===== src/rtl/uart_receiver.sv =====
// Oversampling UART receiver: 16 ticks per bit, mid-bit sampling, 7/8 data bits, optional parity, 1/2 stop bits.
// data_valid is a one-clk pulse on the final stop-bit sample edge; there is no backpressure, and each frame overwrites the previous result.
module uart_receiver (
  input  logic       clk,
  input  logic       rst,
  input  logic       baud_tick,
  input  logic       rx,
  input  logic       data_length,
  input  logic [1:0] parity_type,
  input  logic       stop_bits,
  output logic [7:0] data_out,
  output logic       data_valid,
  output logic       parity_error,
  output logic       frame_error,
  output logic       rx_busy
);

  typedef enum logic [2:0] {IDLE, START, DATA, PARITY, STOP, WAIT_HIGH} state_t;

  state_t     state;
  logic       rx_meta;
  logic       rx_sync;
  logic [3:0] os_cnt;
  logic [2:0] bit_cnt;
  logic       stop_idx;
  logic [7:0] shreg;
  logic       cfg_len8;
  logic [1:0] cfg_par;
  logic       cfg_stop2;
  logic       par_err;
  logic       frm_err;
  logic       par_en;
  logic       last_bit;
  logic       stop_fe;

  assign par_en   = (cfg_par == 2'b01) || (cfg_par == 2'b10);
  assign last_bit = cfg_len8 ? (bit_cnt == 3'd7) : (bit_cnt == 3'd6);
  assign stop_fe  = frm_err | ~rx_sync;

  always_ff @(posedge clk or negedge rst) begin
    if (!rst) begin
      state        <= IDLE;
      rx_meta      <= 1'b1;
      rx_sync      <= 1'b1;
      os_cnt       <= '0;
      bit_cnt      <= '0;
      stop_idx     <= 1'b0;
      shreg        <= '0;
      cfg_len8     <= 1'b0;
      cfg_par      <= '0;
      cfg_stop2    <= 1'b0;
      par_err      <= 1'b0;
      frm_err      <= 1'b0;
      data_out     <= '0;
      data_valid   <= 1'b0;
      parity_error <= 1'b0;
      frame_error  <= 1'b0;
      rx_busy      <= 1'b0;
    end else begin
      rx_meta    <= rx;
      rx_sync    <= rx_meta;
      data_valid <= 1'b0;
      if (baud_tick) begin
        case (state)
          IDLE: begin
            if (!rx_sync) begin
              state     <= START;
              rx_busy   <= 1'b1;
              os_cnt    <= '0;
              bit_cnt   <= '0;
              stop_idx  <= 1'b0;
              shreg     <= '0;
              par_err   <= 1'b0;
              frm_err   <= 1'b0;
              cfg_len8  <= data_length;
              cfg_par   <= parity_type;
              cfg_stop2 <= stop_bits;
            end
          end
          START: begin
            if (os_cnt == 4'd7) begin
              os_cnt <= '0;
              if (!rx_sync) begin
                state <= DATA;
              end else begin
                state   <= IDLE;
                rx_busy <= 1'b0;
              end
            end else begin
              os_cnt <= os_cnt + 4'd1;
            end
          end
          DATA: begin
            if (os_cnt == 4'd15) begin
              os_cnt  <= '0;
              // Shift in from the top so the first (LSB) bit lands in bit 0 after eight samples.
              shreg   <= {rx_sync, shreg[7:1]};
              bit_cnt <= bit_cnt + 3'd1;
              if (last_bit) state <= par_en ? PARITY : STOP;
            end else begin
              os_cnt <= os_cnt + 4'd1;
            end
          end
          PARITY: begin
            if (os_cnt == 4'd15) begin
              os_cnt  <= '0;
              par_err <= ((^shreg) ^ rx_sync) == (cfg_par == 2'b10);
              state   <= STOP;
            end else begin
              os_cnt <= os_cnt + 4'd1;
            end
          end
          STOP: begin
            if (os_cnt == 4'd15) begin
              os_cnt <= '0;
              if (cfg_stop2 && !stop_idx) begin
                stop_idx <= 1'b1;
                frm_err  <= stop_fe;
              end else begin
                data_out     <= cfg_len8 ? shreg : {1'b0, shreg[7:1]};
                parity_error <= par_err;
                frame_error  <= stop_fe;
                data_valid   <= 1'b1;
                if (stop_fe) begin
                  state <= WAIT_HIGH;
                end else begin
                  state   <= IDLE;
                  rx_busy <= 1'b0;
                end
              end
            end else begin
              os_cnt <= os_cnt + 4'd1;
            end
          end
          WAIT_HIGH: begin
            if (rx_sync) begin
              state   <= IDLE;
              rx_busy <= 1'b0;
            end
          end
          default: begin
            state   <= IDLE;
            rx_busy <= 1'b0;
          end
        endcase
      end
    end
  end

endmodule


===== config.mk =====
export PLATFORM = sky130hd
export DESIGN_NAME = uart_receiver
export DESIGN_NICKNAME = d
export VERILOG_FILES = /design/src/rtl/uart_receiver.sv
export SDC_FILE = /design/constraint.sdc
export NUM_CORES = 1
export LEC_CHECK = 0
export ABC_AREA = 1
export CORE_MARGIN = 5
export CORE_UTILIZATION = 50
export DETAILED_ROUTE_END_ITERATION = 16
export PLACE_DENSITY = 0.81
export SLEW_MARGIN = 30
export SYNTH_ARGS = -nofsm -noshare
export SYNTH_HDL_FRONTEND = slang
export SYNTH_SLANG_ARGS = --single-unit

===== constraint.sdc =====
create_clock -name clk -period 1.3 [get_ports clk]
set_input_delay 0.26 -clock clk [delete_from_list [all_inputs] [get_ports clk]]
set_output_delay 0.26 -clock clk [all_outputs]
set_load 0.005 [all_outputs]

==> summary.txt, run 1 <==
Outcome
  – Outcome: finished with violations
  – Failing checks: negative setup slack

Timing
  – Clk_skew: 7.66 ps
  – Minimum clock period: roughly 1500 ps
  – Min Hold Slack: 359 ps
  – Tightest Pin Transition: between 300 and 400 ps
  – Rel. slew slack: 77.3%
  – Endpoints failing setup: 37
  – Max frequency: 0.657 GHz
  – Slew Limit Fails: 0
  – Setup WS post-layout: -222 ps
  – Final hold violation count: 0
  – Post-route setup TNS: -5830 ps
  – RSZ-0062 raised after global routing: true
  – Tcrit/Tclk final: 117%

Critical path
  – Startpoint Class: flip-flop
  – CP endpoint kind: flip-flop
  – Critical path type: flip-flop to flip-flop
  – Worst Path Required: 1490 ps
  – Worst-path fanout max: 3
  – Crit path DAT: 1710 ps

Clocking
  – H-tree depth: 2
  – CTS max path bufs: 2
  – Clock buffer count from CTS: 5
  – Clock-pin slew on the worst setup and hold paths: 80 ps
  – # clock sinks: 39
  – Root buf cell: clkbuf_8
  – Worst-skew pair later-pin latency: 300 ps
  – TritonCTS clock tree: yes

Yosys
  – Count leader, synth: nand2_1
  – Mapped Area: 2130 µm²
  – EDFF count, synth: 0
  – Netlist cell types: 31
  – Post-Syn Instances: 262
  – Synth Net Count: ~270
  – Avg Cell Area, Syn: 8.11 µm²
  – Asr flop ratio synth: 100%
  – Post-synth top area share: 43.6%
  – Top cells by count, synth: 76 x nand2_1, 37 x dfrtp_1, 30 x nor2_1, 21 x inv_1
  – Sequential fraction of the synthesis area: 46.0%
  – Leading area contributor after synthesis: dfrtp_1
  – Primary FF master, synth: dfrtp_1
  – Yosys warnings: 0
  – Area contributors post-synth: dfrtp_1 44%, nand2_1 13%, nor2_1 5.3%, o31ai_2 4.7%, inv_1 3.7%
  – #FFs+latches synth: 39

Power and ir drop
  – Leakage: between 1.5 and 2 nW
  – Peak supply drop: 0.00134 V
  – Power Density: 2010 nW/µm²

Placement
  – DP HPWL: around 3.5 mm
  – GP Congestion: 0.860
  – Pre-CTS setup slack: -331 ps
  – IO Port Bufs: 19
  – Placed cell areas: around 2700 µm²

Route
  – Vias post-DR: approximately 2100
  – Final Routed Wirelength: roughly 6.2 mm
  – WL per Instance: approximately 16 µm
  – Via/cell ratio: ~5.5
  – Drt pass-1 iters: 4
  – Detailed Route Iter0 Violations: 200
  – Final antenna-violating net count: 0
  – DRC errors left: 0

Global route
  – Antenna violations before repair: 0
  – Largest net degree at the start of global routing: 40
  – Global-route wire length before repair: 10.1 mm
  – Total GRT Usage: 23.6%
  – Vias in the first global route: approximately 2200
  – Total grt overflow: 0

Final layout
  – Final Util: 78.6%
  – Fin area: 3190 µm²
  – Layout cell share with drive strength beyond 1: 40.2%
  – Ant diodes: 0
  – Final net count: 351
  – Area grow syn2layout: 50.1%

Die
  – Core area: 4060 µm²
  – Starting Density: a little over half
  – Die height: around 75 µm
  – Die width: 75.2 µm
  – IO Pins: 20
  – Die ar.: 5660 µm²
  – Row count: 23

Worst hold path
  – HP Class: input pin to flip-flop

Run
  – Max cap viols: 0
==> path summary, 6_finish.rpt <==
check / slack [ps] / end / startpoint / depth (start not counted)
hold / removal: 360 / rx_meta / rx / 1
setup reg to reg: -220 / rx_busy / state[0] / 9
min in group asynchronous: 440 / os_cnt[0] / rst / 3
hold reg to reg: 360 / rx_sync / rx_meta / 0
setup / recovery: -220 / rx_busy / state[0] / 9
max in group asynchronous: 600 / rx_meta / rst / 3
==> metrics by stage <==
step / power, W / instances
4_1_cts: 0.00595 / 387
5_1_grt: 0.00680 / 391
3_5_place_dp: 0.00427 / 363
6_report: 0.00643 / 391
2_1_floorplan: 0.00318 / 262
3_3_place_gp: 0.00421 / 363
==> area by class of cell <==
class                   count  area (µm²)
fillers                   223         867
flip-flops and latches     39         981
well taps                  50        62.6
repair buffers             77         699
multi-input cells         190        1220
clock inverters             2        35.0
inverters                  27         106
clock buffers               6        82.6
==> worst max-delay path: stages, from the launching register on <==
cell and delay (ps):
dfrtp_2 430, buf_4 140, buf_4 130, nand3_1 170, nor2_4 70, buf_4 140
nor2_1 120, nand3_2 80, nand2_1 80, nand2_1 50
==> power breakdown <==
group	switching (W)	total, W	internal (W)
logic	0.00200	0.00368	0.00168
registers	0.000204	0.00165	0.00145
clock network	0.000472	0.00109	0.000622
==> routing by layer <==
metal | GRT usage [%] | share of wire, % | vias to the layer above
met1 | 29.0 | 41 | 1033
met4 | 10.3 | 3.6 | 0
met5 | 0 | 0 | -
li1 | - | - | 1004
met3 | 4.41 | 5.3 | 25
met2 | 40.3 | 50 | 69
==> cell families (layout without fill, tap and decap cells) <==
| family | Yosys count | after routing | synth area share (%) |
|---|---|---|---|
| AO/OA/AOI/OAI | 40 | 40 | 13.6 |
| multiplexers | 1 | 1 | 0.530 |
| flip-flops | 39 | 39 | 46.0 |
| XOR/XNOR | 4 | 4 | 1.65 |
| buffers and inverters | 33 | 112 | 6.71 |
| AND/OR/NAND/NOR | 142 | 142 | 29.7 |
| adder cells (fa/ha/maj) | 3 | 3 | 1.77 |
==> layout by cell type (no fill, tap or decap), drive strengths merged, types with 8 or more instances in the layout <==
master and n:
nand2 81, buf 58, inv 27, dfrtp 37
o21ai 21, a21oi 8, nor2 36, nand3 17
dlygate4sd2 12, o31ai 9
==> flip-flops by register name (all words and copies together), names as in the netlist, 2 cells and up <==
signal	flops
cfg_par	2
shreg	8
os_cnt	4
bit_cnt	3
state	3
data_out	8
==> repair_timing <==
item / in CTS / in global routing
resized for setup: 45 / 36
hold endpoints to repair: 37 / 0
gates cloned: 1 / 0
buffers inserted: 14 / 4
pin swaps: 13 / 11
hold buffers: 1 / 0
endpoints found under the setup margin: 49 / 37
Note: power is estimated with default switching activity, not from simulation.
==> run 2, diff against run 1 <==
- PLACE_DENSITY: 0.81 -> 0.78
- clock period: 1.3 -> 1.7 ns (I/O delays scaled with it)
==> summary.txt, run 2 (synthesis results as in run 1) <==
Critical path
  – CP endpoint kind: flip-flop
  – Crit path DAT: 1770 ps
  – Startpoint Class: flip-flop
  – Worst Path Required: 1890 ps
  – Worst-path fanout max: 9
  – Critical path type: flip-flop to flip-flop

Global route
  – Total GRT Usage: 18.5%
  – Largest net degree at the start of global routing: 21
  – Antenna violations before repair: 0
  – Vias in the first global route: 1741
  – Total grt overflow: 0
  – Global-route wire length before repair: between 7 and 8 mm

Final layout
  – Ant diodes: 0
  – Layout cell share with drive strength beyond 1: around 20%
  – Area grow syn2layout: 22.9%
  – Commonest non-fill, non-tap cell in the layout: nand2_1
  – Most frequent cells in the layout: 76 x nand2_1, 37 x dfrtp_1, 29 x nor2_1
  – Largest regs: data_out x8, shreg x8, os_cnt x4
  – Final net count: a little over 300

Timing
  – Min Hold Slack: between 300 and 400 ps
  – Endpoints failing setup: 0
  – Slew Limit Fails: 0
  – Rel. slew slack: 68.3%
  – Tcrit/Tclk final: approximately 93%
  – Clk_skew: 9.23 ps
  – Minimum clock period: 1580 ps
  – Tightest Pin Transition: 476 ps
  – Final hold violation count: 0
  – RSZ-0062 raised after global routing: true
  – Max frequency: 0.632 GHz

Clocking
  – Clock-pin slew on the worst setup and hold paths: 80 ps
  – Worst-skew pair later-pin latency: approximately 290 ps
  – TritonCTS clock tree: yes
  – # clock sinks: 39
  – H-tree depth: 2
  – Root buf cell: clkbuf_8
  – Clock buffer count from CTS: 5
  – CTS max path bufs: 2

Power and ir drop
  – Peak supply drop: 0.000682 V
  – Power Density: 1410 nW/µm²
  – Pwr Total: 0.00369 W
  – Leakage: 1.28 nW

Die
  – Core area: ~4000 µm²
  – Row count: 23
  – IO Pins: 20
  – Die height: 75.2 µm
  – Die width: 75.2 µm
  – Die ar.: approximately 5700 µm²
  – Starting Density: 52.4%

Route
  – Final Routed Wirelength: 4.48 mm
  – Vias post-DR: 1829
  – Final antenna-violating net count: 0
  – WL per Instance: 12.9 µm
  – Via/cell ratio: 5.27
  – Detailed Route Iter0 Violations: about 110
  – Drt pass-1 iters: 4
  – DRC errors left: 0

Placement
  – DP HPWL: 3.31 mm
  – IO Port Bufs: 19
  – GP Congestion: 0.943

Run
  – Max cap viols: 0

Outcome
  – Outcome: complete, no violations

Worst hold path
  – HP Class: flip-flop to flip-flop
==> run 2: cell types whose count changed in the layout (fill, tap and decap cells not counted), moves of 7 or more <==
cell / change
buf_4: -33
buf_6: -9
clkdlybuf4s50_1: +12
dlygate4sd2_1: -12
nand2_1: +7
nor2_4: -8
o21ai_0: +9
==> run 2: final timing paths <==
check | cells past startpoint | from | slack (ps) | end
max in group asynchronous | 3 | rst | 690 | stop_idx
min in group asynchronous | 2 | rst | 540 | shreg[6]
max | 9 | os_cnt[0] | 120 | shreg[0]
max reg2reg | 9 | os_cnt[0] | 120 | shreg[0]
min reg2reg | 0 | rx_meta | 360 | rx_sync
min | 0 | rx_meta | 360 | rx_sync
==> run 2: per-stage QoR <==
step	area, µm²	setup slack (ps)	util (%)	instances	TNS, ps
2_1_floorplan	2130	280	-	262	0
3_3_place_gp	2450	-0.952	60.5	338	-0.952
3_5_place_dp	2450	-23.5	60.5	338	-24.5
4_1_cts	2580	135	63.5	347	0
5_1_grt	2610	-16.6	64.4	347	-16.8
6_report	2610	117	64.4	347	0
==> run 2: what timing repair did <==
item,4_1_cts,5_1_grt
setup endpoints to repair,0,13
buffers inserted,0,0
hold endpoints to repair,8,0
hold buffers,1,0
resized for setup,0,8
==> run 2: final cells by class <==
class | count | area [µm²]
Inverter | 27 | 104
Fill cell | 325 | 1450
Timing Repair Buffer | 33 | 318
Tap cell | 50 | 62.6
Clock buffer | 5 | 68.8
Multi-Input combinational cell | 190 | 1040
Clock inverter | 3 | 43.8
Sequential cell | 39 | 978
==> run 2: critical path, stage by stage (launching register included) <==
cell and delay [ps]:
dfrtp_1 400, ha_1 220, nand3_1 150, inv_1 90
nor2_2 240, a21oi_4 80, nand3_4 120, inv_1 70
nand2_1 60, nand2_1 50
==> run 2: metal layers <==
layer | wire (µm) | track usage, % | part of all wire (%)
met1 | 2080 | 24.6 | 46
met2 | 2050 | 27.9 | 46
met3 | 244 | 5.21 | 5.5
met4 | 102 | 8.93 | 2.3
met5 | 0 | 0 | 0
==> run 2: where the power goes <==
part           leakage [nW]  internal [W]  switching [W]
combinational         0.703      0.000587        0.00106
sequential            0.518       0.00110       0.000171
clock                0.0581      0.000437       0.000336
